==> config.mk <==
export PLATFORM = sky130hd
export DESIGN_NAME = skor_tablosu
export DESIGN_NICKNAME = d
export VERILOG_FILES = /design/src/rtl/skor_tablosu_pkg.sv /design/src/rtl/skor_tablosu_sampiyon_secici.sv /design/src/rtl/skor_tablosu.sv
export SDC_FILE = /design/constraint.sdc
export NUM_CORES = 1
export LEC_CHECK = 0
export CAP_MARGIN = 20
export CORE_MARGIN = 2
export CORE_UTILIZATION = 50
export CTS_CLUSTER_SIZE = 24
export DETAILED_ROUTE_END_ITERATION = 8
export PLACE_DENSITY = 0.85
export SYNTH_ARGS = -nofsm -noshare
export SYNTH_HDL_FRONTEND = slang
export SYNTH_SLANG_ARGS = --single-unit
export TNS_END_PERCENT = 10
==> constraint.sdc <==
create_clock -name clk -period 4.01 [get_ports clk]
set_clock_uncertainty 0.2 [all_clocks]
set_input_delay 1.0025 -clock clk [delete_from_list [all_inputs] [get_ports clk]]
set_output_delay 1.0025 -clock clk [all_outputs]
set_load 0.02 [all_outputs]
==> src/rtl/skor_tablosu_pkg.sv <==
// Shared types and constants for the match scoreboard: FSM states, player ids
// and the tie-break priority order used by the champion selector.
package skor_pkg;

  typedef enum logic [1:0] {
    BOSTA = 2'd0,
    OYUN  = 2'd1,
    HESAP = 2'd2,
    BITTI = 2'd3
  } durum_t;

  localparam logic [1:0] OYUNCU_YOK = 2'd0;
  localparam logic [1:0] OYUNCU1    = 2'd1;
  localparam logic [1:0] OYUNCU2    = 2'd2;
  localparam logic [1:0] OYUNCU3    = 2'd3;

  // Highest priority in the top slot; same order as the round-resolution stage.
  localparam logic [5:0] ONCELIK = {OYUNCU1, OYUNCU3, OYUNCU2};

endpackage

==> src/rtl/skor_tablosu_sampiyon_secici.sv <==
// Combinational champion pick: player with the most wins, ties resolved by
// ONCELIK order, no champion when nobody has won a round.
module sampiyon_secici
  import skor_pkg::*;
(
  input  logic [3:0] galibiyet1,
  input  logic [3:0] galibiyet2,
  input  logic [3:0] galibiyet3,
  output logic [1:0] sampiyon
);

  logic [3:0] en_cok;
  logic [1:0] aday;

  function automatic logic [3:0] galibiyet_of(input logic [1:0] id, input logic [3:0] g1,
                                              input logic [3:0] g2, input logic [3:0] g3);
    case (id)
      OYUNCU1: galibiyet_of = g1;
      OYUNCU2: galibiyet_of = g2;
      OYUNCU3: galibiyet_of = g3;
      default: galibiyet_of = 4'd0;
    endcase
  endfunction

  always_comb begin
    en_cok   = galibiyet1;
    aday     = OYUNCU_YOK;
    sampiyon = OYUNCU_YOK;
    if (galibiyet2 > en_cok) en_cok = galibiyet2;
    if (galibiyet3 > en_cok) en_cok = galibiyet3;
    // Walk the priority list; the first player holding the maximum wins.
    for (int i = 0; i < 3; i++) begin
      if (aday == OYUNCU_YOK &&
          galibiyet_of(ONCELIK[5-2*i -: 2], galibiyet1, galibiyet2, galibiyet3) == en_cok)
        aday = ONCELIK[5-2*i -: 2];
    end
    if (en_cok != 4'd0) sampiyon = aday;
  end

endmodule

==> src/rtl/skor_tablosu.sv <==
// Match scoreboard: accepts one round per cycle while hazir, counts wins/draws and
// saturating points, then registers the champion one cycle after the last round.
module skor_tablosu
  import skor_pkg::*;
#(
  parameter int TUR_SAYISI = 5,
  parameter int PUAN_W     = 8
) (
  input  logic              clk,
  input  logic              rst_n,
  input  logic              yeni_mac,
  input  logic              tur_gecerli,
  input  logic [1:0]        kazanan,
  input  logic [4:0]        toplam_puan,
  output logic              hazir,
  output logic [3:0]        tur_no,
  output logic [3:0]        galibiyet1,
  output logic [3:0]        galibiyet2,
  output logic [3:0]        galibiyet3,
  output logic [3:0]        beraberlik,
  output logic [PUAN_W-1:0] mac_puani,
  output logic              mac_bitti,
  output logic [1:0]        sampiyon
);

  durum_t            durum_q, durum_d;
  logic [3:0]        tur_no_q, tur_no_d;
  logic [3:0]        gal1_q, gal1_d, gal2_q, gal2_d, gal3_q, gal3_d;
  logic [3:0]        ber_q, ber_d;
  logic [PUAN_W-1:0] puan_q, puan_d;
  logic [1:0]        sampiyon_q, sampiyon_d;
  logic              hazir_q, hazir_d, bitti_q, bitti_d;
  logic [PUAN_W:0]   puan_toplam;
  logic [1:0]        secilen;

  sampiyon_secici u_secici (
    .galibiyet1 (gal1_q),
    .galibiyet2 (gal2_q),
    .galibiyet3 (gal3_q),
    .sampiyon   (secilen)
  );

  // One spare bit catches the carry that drives saturation.
  assign puan_toplam = {1'b0, puan_q} + {{(PUAN_W-4){1'b0}}, toplam_puan};

  always_comb begin
    durum_d    = durum_q;
    tur_no_d   = tur_no_q;
    gal1_d     = gal1_q;
    gal2_d     = gal2_q;
    gal3_d     = gal3_q;
    ber_d      = ber_q;
    puan_d     = puan_q;
    sampiyon_d = sampiyon_q;
    if (yeni_mac) begin
      durum_d    = OYUN;
      tur_no_d   = 4'd0;
      gal1_d     = 4'd0;
      gal2_d     = 4'd0;
      gal3_d     = 4'd0;
      ber_d      = 4'd0;
      puan_d     = '0;
      sampiyon_d = OYUNCU_YOK;
    end else begin
      case (durum_q)
        OYUN: begin
          if (tur_gecerli) begin
            case (kazanan)
              OYUNCU1: gal1_d = gal1_q + 4'd1;
              OYUNCU2: gal2_d = gal2_q + 4'd1;
              OYUNCU3: gal3_d = gal3_q + 4'd1;
              default: ber_d  = ber_q + 4'd1;
            endcase
            puan_d   = puan_toplam[PUAN_W] ? '1 : puan_toplam[PUAN_W-1:0];
            tur_no_d = tur_no_q + 4'd1;
            if (tur_no_d == 4'(TUR_SAYISI)) durum_d = HESAP;
          end
        end
        HESAP: begin
          sampiyon_d = secilen;
          durum_d    = BITTI;
        end
        default: durum_d = durum_q;
      endcase
    end
    hazir_d = (durum_d == OYUN);
    bitti_d = (durum_d == BITTI);
  end

  always_ff @(posedge clk or negedge rst_n) begin
    if (!rst_n) begin
      durum_q    <= BOSTA;
      tur_no_q   <= 4'd0;
      gal1_q     <= 4'd0;
      gal2_q     <= 4'd0;
      gal3_q     <= 4'd0;
      ber_q      <= 4'd0;
      puan_q     <= '0;
      sampiyon_q <= OYUNCU_YOK;
      hazir_q    <= 1'b0;
      bitti_q    <= 1'b0;
    end else begin
      durum_q    <= durum_d;
      tur_no_q   <= tur_no_d;
      gal1_q     <= gal1_d;
      gal2_q     <= gal2_d;
      gal3_q     <= gal3_d;
      ber_q      <= ber_d;
      puan_q     <= puan_d;
      sampiyon_q <= sampiyon_d;
      hazir_q    <= hazir_d;
      bitti_q    <= bitti_d;
    end
  end

  assign hazir      = hazir_q;
  assign tur_no     = tur_no_q;
  assign galibiyet1 = gal1_q;
  assign galibiyet2 = gal2_q;
  assign galibiyet3 = gal3_q;
  assign beraberlik = ber_q;
  assign mac_puani  = puan_q;
  assign mac_bitti  = bitti_q;
  assign sampiyon   = sampiyon_q;

endmodule

# --- Word-level counts from Yosys, hierarchy flattened ---
# Index checks and enable logic that the tools add are counted.
word_totals:
  input_bits: 11
  reg_bits: 34
  word_cells: 82
op_classes:
  mux: 35
  addsub: 6
  n_lt_le_gt_ge: 2
  n_reduce_logical: 17
  eq_ne: 12
ops:
  columns: ["operator", "count"]
  rows:
  - ["$mux W4", 21]
  - ["$mux W8", 4]
  - ["$add A4 B1 Y4 const B", 5]
  - ["$mux W2", 8]
  - ["$eq A4 B4 Y1", 3]
  - ["$reduce_and A3 Y1", 4]
  - ["$reduce_bool A2 Y1", 6]
  - ["$add A8 B5 Y9", 1]
  - ["$eq A2 B2 Y1 const B", 4]
  - ["$gt A4 B4 Y1", 2]
  - ["$eq A2 B1 Y1 const B", 3]
  - ["$eq A4 B3 Y1 const B", 1]
  - ["$logic_not A2 Y1", 2]
  - ["$pmux W2 S2", 1]
  - ["$reduce_bool A4 Y1", 1]
  - ["$reduce_or A3 Y1", 1]
  - ["$logic_and A1 B1 Y1", 2]
  - ["$ne A2 B1 Y1 const B", 1]
  - ["$reduce_and A2 Y1", 1]
  - ["$mux W1", 1]

# --- Depth between registers and ports, before layout ---
# Gate-level depths: netlist of run 1.
depth:
  depth_word: 15
  mapped_depth: 15
  depth_no_buf: 14

# --- Hierarchy ---
# Synthesis of run 1 repeated with hierarchy kept, for this count alone.
hier_totals:
  cells_unflattened: 254
  hier_area_um2: 2348.5
by_module_without_submodules:
  columns: ["mod", "seq_area_each_um2", "n_inst", "cells_per_inst", "area_each_um2"]
  rows:
  - ["skor_tablosu", 850.8, 1, 186, 1848.0]
  - ["sampiyon_secici", 0.0, 1, 68, 500.5]

# --- Worst setup path before layout of run 1 ---
# OpenSTA, ideal clock, no wires.
synth_path:
  path_type: "reg-to-reg"
  from: "register gal1_q[2] (netlist: galibiyet1[2])"
  to: "register sampiyon_q[1] (netlist: sampiyon[1])"
  slack_ns: 0.889
  path_buffers: 1
  t_arrival_ns: 2.844
  synth_period_minus_slack_ns: 3.121
  path_stages_with_launch: 13
  required_time_ns: 3.734
  cell_sequence: "dfrtp_1 -> clkbuf_8 -> inv_1 -> ha_1 -> o21ai_2 -> a21oi_4 -> o21ai_2 -> mux2i_1 -> ha_1 -> and4_1 -> a21oi_1 -> mux2_2 -> o21ai_1"
synth_via:
  elab_chain_len: 15
  elab_cells_between_ends: 18
synth_rtl:
  columns: ["item", "line_no", "rtl"]
  rows:
  - ["from (decl)", "skor_tablosu.sv:28", "logic [3:0] gal1_q, gal1_d, gal2_q, gal2_d, gal3_q, gal3_d;"]
  - ["from (signal assigned)", "skor_tablosu.sv:105", "gal1_q <= gal1_d;"]
  - ["$gt A4 B4 Y1", "skor_tablosu_sampiyon_secici.sv:29", "if (galibiyet2 > en_cok) en_cok = galibiyet2;"]
  - ["$mux W4", "skor_tablosu_sampiyon_secici.sv:29", null]
  - ["$gt A4 B4 Y1", "skor_tablosu_sampiyon_secici.sv:30", "if (galibiyet3 > en_cok) en_cok = galibiyet3;"]
  - ["$mux W4", "skor_tablosu_sampiyon_secici.sv:30", null]
  - ["$eq A4 B4 Y1", "skor_tablosu_sampiyon_secici.sv:34", "galibiyet_of(ONCELIK[5-2*i -: 2], galibiyet1, galibiyet2, galibiyet3) == en_cok)"]
  - ["$mux W1", "skor_tablosu_sampiyon_secici.sv:33", "if (aday == OYUNCU_YOK &&"]
  - ["$logic_not A2 Y1", "skor_tablosu_sampiyon_secici.sv:33", null]
  - ["$logic_and A1 B1 Y1", "skor_tablosu_sampiyon_secici.sv:33", null]
  - ["$mux W2", "skor_tablosu_sampiyon_secici.sv:33", null]
  - ["$logic_not A2 Y1", "skor_tablosu_sampiyon_secici.sv:33", null]
  - ["$logic_and A1 B1 Y1", "skor_tablosu_sampiyon_secici.sv:33", null]
  - ["$mux W2", "skor_tablosu_sampiyon_secici.sv:33", null]
  - ["$mux W2 (*)", "skor_tablosu_sampiyon_secici.sv:37", "if (en_cok != 4'd0) sampiyon = aday;"]
  - ["$mux W2 (*)", "skor_tablosu.sv:65", "case (durum_q)"]
  - ["$mux W2 (*)", "skor_tablosu.sv:55", "if (yeni_mac) begin"]
  - ["to (signal assigned)", "skor_tablosu.sv:110", "sampiyon_q <= sampiyon_d;"]
  - ["to (decl)", "skor_tablosu.sv:31", "logic [1:0] sampiyon_q, sampiyon_d;"]
# Mark *: on every way between the ends. The rest lies on a longest branch, timed or not. The select of a mux whose other input is x is not followed.
# A chain may end at the register's enable or synchronous reset.

# --- Worst setup path in the final report of run 1 ---
# Ends and elaborated chain as after synthesis.

==> flow_metrics.env, run 1 <==
export IMPL_powerDensity_mw_per_mm2=338.0
export IMPL_max_vdd_ir_drop_mv=0.1824
export IMPL_grt_max_degree=35
export IMPL_io_buffers=42
export IMPL_required_ns=4.03
export IMPL_hpwl_um=3877
export IMPL_grt_ovfl_total=0
export IMPL_chipHeight_um=73.52
export IMPL_drive_above_1_share=0.07333
export IMPL_rows=25
export IMPL_grt_total_usage=0.2107
export IMPL_ff_latch_area_um2=850.8
export IMPL_die_w_um=73.52
export IMPL_gp_congestion=0.8825
export IMPL_fin_cells=354
export IMPL_postSynthCellCount=259
export IMPL_die_area_mm2=0.005404
export IMPL_cts_root_buf="clkbuf_8"
export IMPL_vias_per_cell=5.636
export IMPL_fp_coreArea_mm2=0.004692
export IMPL_arrival_ns=3.38
export IMPL_antenna_found_initial=0
export IMPL_slew_headroom=0.5211
export IMPL_grt_pass1_wl_um=8694
export IMPL_cts_setup_buffers=0
export IMPL_synth_distinct_cells=48
export IMPL_slew_viol_final=0
export IMPL_hp_class="reg -> reg"
export IMPL_yosysSeqAreaShare=0.3521
export IMPL_num_vias=1995
export IMPL_fmax_mhz=297.3
export IMPL_clkSinkCount=34
export IMPL_rsz0062_at_grt="no"
export IMPL_area_delta_synth_final_pct=20.82
export IMPL_drt_iter0_markers=153
export IMPL_cts_resized=0
export IMPL_drcViolationCount=0
export IMPL_clk_pin_slew_ns=0.07
export IMPL_p_leak_nw=1.304
export IMPL_ioPinCount=43
export IMPL_clk_latency_ns=0.29
export IMPL_diodes=0
export IMPL_avgSynthCellArea_um2=9.328
export IMPL_yosysTopAreaCellShare=0.3521
export IMPL_crit_path_start_kind="flop"
export IMPL_cts_buffers=5
export IMPL_place_inst=348
export IMPL_synthTopCellsByArea="dfrtp_1, ha_1, xor2_1"
export IMPL_synth_fp_nets=292
export IMPL_wl_per_cell_um=14.80
export IMPL_ys_ff_latch=34
export IMPL_wirelength_um=5240
export IMPL_finalHoldViolCount=0
export IMPL_cts_max_level=2
export IMPL_cts_tree="built"
export IMPL_maxCapViolations=0
export IMPL_synth_warnings=0
export IMPL_period_share=0.8387
export IMPL_multi_input_area_mm2=0.001381
export IMPL_firstDrtPassIters=4
export IMPL_cts_hold_buf=0
export IMPL_finalCriticalPeriod_ns=3.363
export IMPL_tightestPinTransition_ns=0.7168
export IMPL_worst_path_max_fanout=9
export IMPL_netlist_area_mm2=0.002416
export IMPL_critPathKind="reg -> reg"
export IMPL_initial_core_util=0.5149
export IMPL_cts_buffer_depth=2
export IMPL_antenna_left=0
export IMPL_fillers=418
export IMPL_grt_pass1_vias=1973
export IMPL_finalSetupViolCount=0
export IMPL_synth_largest_area_cell="dfrtp_1"
export IMPL_status="finished, final reports clean"
export IMPL_fin_nets=334
export IMPL_setup_tns_ns=0
export IMPL_endpoint_kind="flop"
==> cells in the mapped netlist (all sizes together) <==
library cell and instances:
dfrtp 34, nor2 30, ha 21, nand2 20, inv 19, xor2 16, xnor2 14, a21oi 12
o21ai 11, a211oi 7, buf 7, mux2i 7, nor3 7, clkbuf 6, nand4 6, nor4 6
nand3 4, nor2b 4, o21a 3, a311oi 2, and3 2, and4 2, nand2b 2, a2111oi 1
a21boi 1, a21o 1, a221oi 1, a31oi 1, a41o 1, and2 1, fa 1, mux2 1
nand3b 1, nor3b 1, o211ai 1, o221ai 1, o22ai 1, o31a 1, or2 1, or3 1
==> final timing paths <==
path,slack [ns],endpoint,depth (start not counted),start
hold / removal,0.29,sampiyon[1],2,sampiyon[1]
min in group asynchronous,0.91,mac_bitti,2,rst_n
hold reg to reg,0.29,sampiyon[1],2,sampiyon[1]
setup / recovery,0.65,sampiyon[1],11,galibiyet1[2]
setup reg to reg,0.65,sampiyon[1],11,galibiyet1[2]
max in group asynchronous,2.39,beraberlik[3],2,rst_n
==> stage by stage <==
step / power (mW) / hold slack, ns / util / setup slack [ns] / area, um^2
floorplan: 0.6322 / 0.3140 / - / 0.8894 / 2416
global placement: 0.7316 / 0.2776 / 0.6045 / 0.6451 / 2836
detailed placement: 0.7449 / 0.2877 / 0.6045 / 0.4542 / 2836
CTS: 0.9960 / 0.3030 / 0.6221 / 0.6504 / 2919
global route: 1.046 / 0.3265 / 0.6221 / 0.4939 / 2919
finish: 0.9866 / 0.2949 / 0.6221 / 0.6467 / 2919
==> kinds of logic (layout without fill, tap and decap cells) <==
logic type	after synthesis	in the layout	synth area share
AND/OR/NAND/NOR	88	88	0.1787
buffers and inverters	32	73	0.07612
XOR/XNOR	30	30	0.1088
multiplexers	8	8	0.03366
flip-flops	34	34	0.3522
AO/OA/AOI/OAI	45	45	0.1336
adder cells (fa/ha/maj)	22	22	0.1170
==> registers in the layout, indices dropped and copies added, names as in the netlist <==
register,cells
beraberlik,4
durum_q,2
galibiyet3,4
hazir,1
galibiyet2,4
galibiyet1,4
sampiyon,2
mac_bitti,1
mac_puani,8
tur_no,4
==> cells in the final DEF (no fill, tap or decap), types with 2 or more instances in the layout <==
cell,count
ha_1,21
nand2_1,20
o21ai_0,7
nand3_1,4
buf_4,6
and3_1,2
nor2_1,30
o21ai_2,2
clkdlybuf4s50_1,42
a211oi_1,7
nor2b_1,4
dfrtp_1,34
inv_1,19
nor3_1,7
clkbuf_8,6
o21ai_1,2
o21a_1,3
and4_1,2
nor4_1,4
xnor2_1,14
xor2_1,16
nand4_1,6
nand2b_1,2
mux2i_1,7
nor4_2,2
a21oi_1,10
==> layer usage <==
layer | GRT usage | vias to the layer above | share of wire
li1 | - | 980 | -
met5 | 0 | - | 0
met1 | 0.2528 | 935 | 0.43
met4 | 0.08485 | 0 | 0.016
met2 | 0.3581 | 71 | 0.48
met3 | 0.05487 | 9 | 0.069
==> power by group <==
| group | internal, mW | switching [mW] |
|---|---|---|
| Sequential | 0.370 | 0.0337 |
| Clock | 0.132 | 0.116 |
| Combinational | 0.154 | 0.181 |
==> worst max-delay path, cell delays in order, from the launching register on <==
cell	delay (ns)
dfrtp_1	0.55
inv_1	0.14
ha_1	0.35
o21ai_2	0.17
a21oi_4	0.07
o21ai_2	0.35
mux2i_1	0.27
ha_1	0.27
and4_1	0.17
a21oi_1	0.27
mux2_2	0.38
o21ai_1	0.11
==> layout make-up <==
cell class,instances,share of cell area
repair buffers,48,0.1595
well taps,54,0.02315
multi-input cells,193,0.4732
flip-flops and latches,34,0.2915
inverters,19,0.02443
clock buffers,6,0.02829
No activity file was read; power rests on OpenSTA's default activity.
==> run 2, diff against run 1 <==
clock period = 3.2 ns   (was 4.01 ns; I/O delays follow)
==> run 2 against run 1 <==
  * Critical path depth shrank 1
  * Hold slack gained 0.0065 ns
  * Clock power grew 24%
  * Critical endpoint is now mac_puani[1]
  * Largest cell class unchanged
==> flow_metrics.env, run 2 (synthesis results as in run 1) <==
export IMPL_initial_core_util=0.5149
export IMPL_cts_buffer_depth=2
export IMPL_ioPinCount=43
export IMPL_cts_root_buf="clkbuf_8"
export IMPL_hold_depth=2
export IMPL_worst_path_max_fanout=5
export IMPL_status="finished, final reports clean"
export IMPL_antenna_left=0
export IMPL_hpwl_um=3900
export IMPL_clk_latency_ns=0.28
export IMPL_rows=25
export IMPL_wl_per_cell_um=13.98
export IMPL_period_share=0.9368
export IMPL_r2r_end="sampiyon[1]"
export IMPL_maxCapViolations=0
export IMPL_gp_congestion=0.9028
export IMPL_vias_per_cell=5.548
export IMPL_worst_r2r_cell_count=11
export IMPL_grt_pass1_wl_um=8611
export IMPL_grt_pass1_vias=1990
export IMPL_drt_iter0_markers=77
export IMPL_firstDrtPassIters=4
export IMPL_endpoint_kind="flop"
export IMPL_clkSinkCount=34
export IMPL_diodes=0
export IMPL_rsz0062_at_grt="no"
export IMPL_arrival_ns=2.97
export IMPL_cts_tree="built"
export IMPL_holdPathEnd="sampiyon[0]"
export IMPL_max_vdd_ir_drop_mv=0.2525
export IMPL_p_leak_nw=1.353
export IMPL_rrSetupSlack_ns=0.22
export IMPL_fmax_mhz=333.6
export IMPL_required_ns=3.17
export IMPL_p_total_mw=1.247
export IMPL_holdWs_ns=0.3015
export IMPL_slew_viol_final=0
export IMPL_cts_hold_buf=0
export IMPL_layout_commonest_cell="clkdlybuf4s50_1"
export IMPL_drive_above_1_share=0.1003
export IMPL_r2r_start="galibiyet1[2]"
export IMPL_critPathKind="in -> reg"
export IMPL_grt_total_usage=0.2045
export IMPL_chipHeight_um=73.52
export IMPL_finalHoldViolCount=0
export IMPL_cts_max_level=2
export IMPL_finalCriticalPeriod_ns=2.998
export IMPL_io_buffers=42
export IMPL_finalSetupViolCount=0
export IMPL_die_area_mm2=0.005404
export IMPL_clk_pin_slew_ns=0.06
export IMPL_area_delta_synth_final_pct=23.93
export IMPL_grt_max_degree=35
export IMPL_hp_start="sampiyon[0]"
export IMPL_layout_common_cells="clkdlybuf4s50_1, dfrtp_1, nor2_1, ha_1, nand2_1"
export IMPL_tightestPinTransition_ns=0.5125
export IMPL_fp_coreArea_mm2=0.004692
export IMPL_setup_tns_ns=0
export IMPL_num_vias=2014
export IMPL_fin_nets=343
export IMPL_powerDensity_mw_per_mm2=416.6
export IMPL_die_w_um=73.52
export IMPL_wirelength_um=5073
export IMPL_largest_register_ff_count=8
export IMPL_slew_headroom=0.6557
export IMPL_cts_buffers=5
export IMPL_drcViolationCount=0
export IMPL_hp_class="reg -> reg"
export IMPL_grt_ovfl_total=0
export IMPL_crit_path_start_kind="input pin"
export IMPL_antenna_found_initial=0
## run 2: cell types whose count changed in the layout (fill, tap and decap cells not counted)
cell / delta
o21ai_2: -1
buf_4: +9
o21ai_4: +1
## run 2: stage by stage
step / util / instances / cell area, um^2 / setup slack, ns
2_1_floorplan: - / 259 / 2416 / 0.07943
3_3_place_gp: 0.6189 / 357 / 2904 / 0.1007
3_5_place_dp: 0.6189 / 357 / 2904 / -0.1073
4_1_cts: 0.6365 / 363 / 2987 / 0.1142
5_1_grt: 0.6381 / 363 / 2994 / 0.03236
6_report: 0.6381 / 363 / 2994 / 0.2023
## run 2: power breakdown
part / total (mW) / internal [mW] / switching [mW] / leakage [nW]
logic: 0.439 / 0.205 / 0.234 / 0.853
registers: 0.502 / 0.464 / 0.0377 / 0.457
clock network: 0.307 / 0.166 / 0.141 / 0.0431
## run 2: critical path, cell delays in order
cell and delay (ns):
clkdlybuf4s50_1 0.46, ha_1 0.16, inv_1 0.05, fa_1 0.39, nor2b_1 0.12, o21ai_0 0.10, a21boi_0 0.24, o21a_1 0.19
a31oi_2 0.15, a221oi_1 0.30
## run 2: metal layers
| layer | part of all wire | global-route usage |
|---|---|---|
| met4 | 0.012 | 0.04848 |
| met5 | 0 | 0 |
| met2 | 0.50 | 0.3601 |
| met1 | 0.44 | 0.2463 |
| met3 | 0.043 | 0.05761 |
## run 2: worst max-delay path by stage
stage | startpoint | slack (ns) | endpoint | cells past startpoint
after floorplan | galibiyet1[2] | 0.08 | sampiyon[1] | 12
after global placement | toplam_puan[0] | 0.10 | mac_puani[1] | 10
after detailed placement | toplam_puan[0] | -0.11 | mac_puani[1] | 10
after CTS | galibiyet1[2] | 0.11 | sampiyon[1] | 11
after global routing | galibiyet1[2] | 0.03 | sampiyon[0] | 13
final | toplam_puan[0] | 0.20 | mac_puani[1] | 10
## run 2: final cells by class
type	count	area, um^2
Clock buffer	6	82.58
Fill cell	403	1698
Inverter	19	71.32
Multi-Input combinational cell	193	1389
Sequential cell	34	850.8
Tap cell	54	67.56
Timing Repair Buffer	57	533.0
## run 2: repair_timing
item | 4_1_cts | 5_1_grt
buffers inserted | 0 | 0
setup endpoints to repair | 0 | 2
resized for setup | 0 | 1
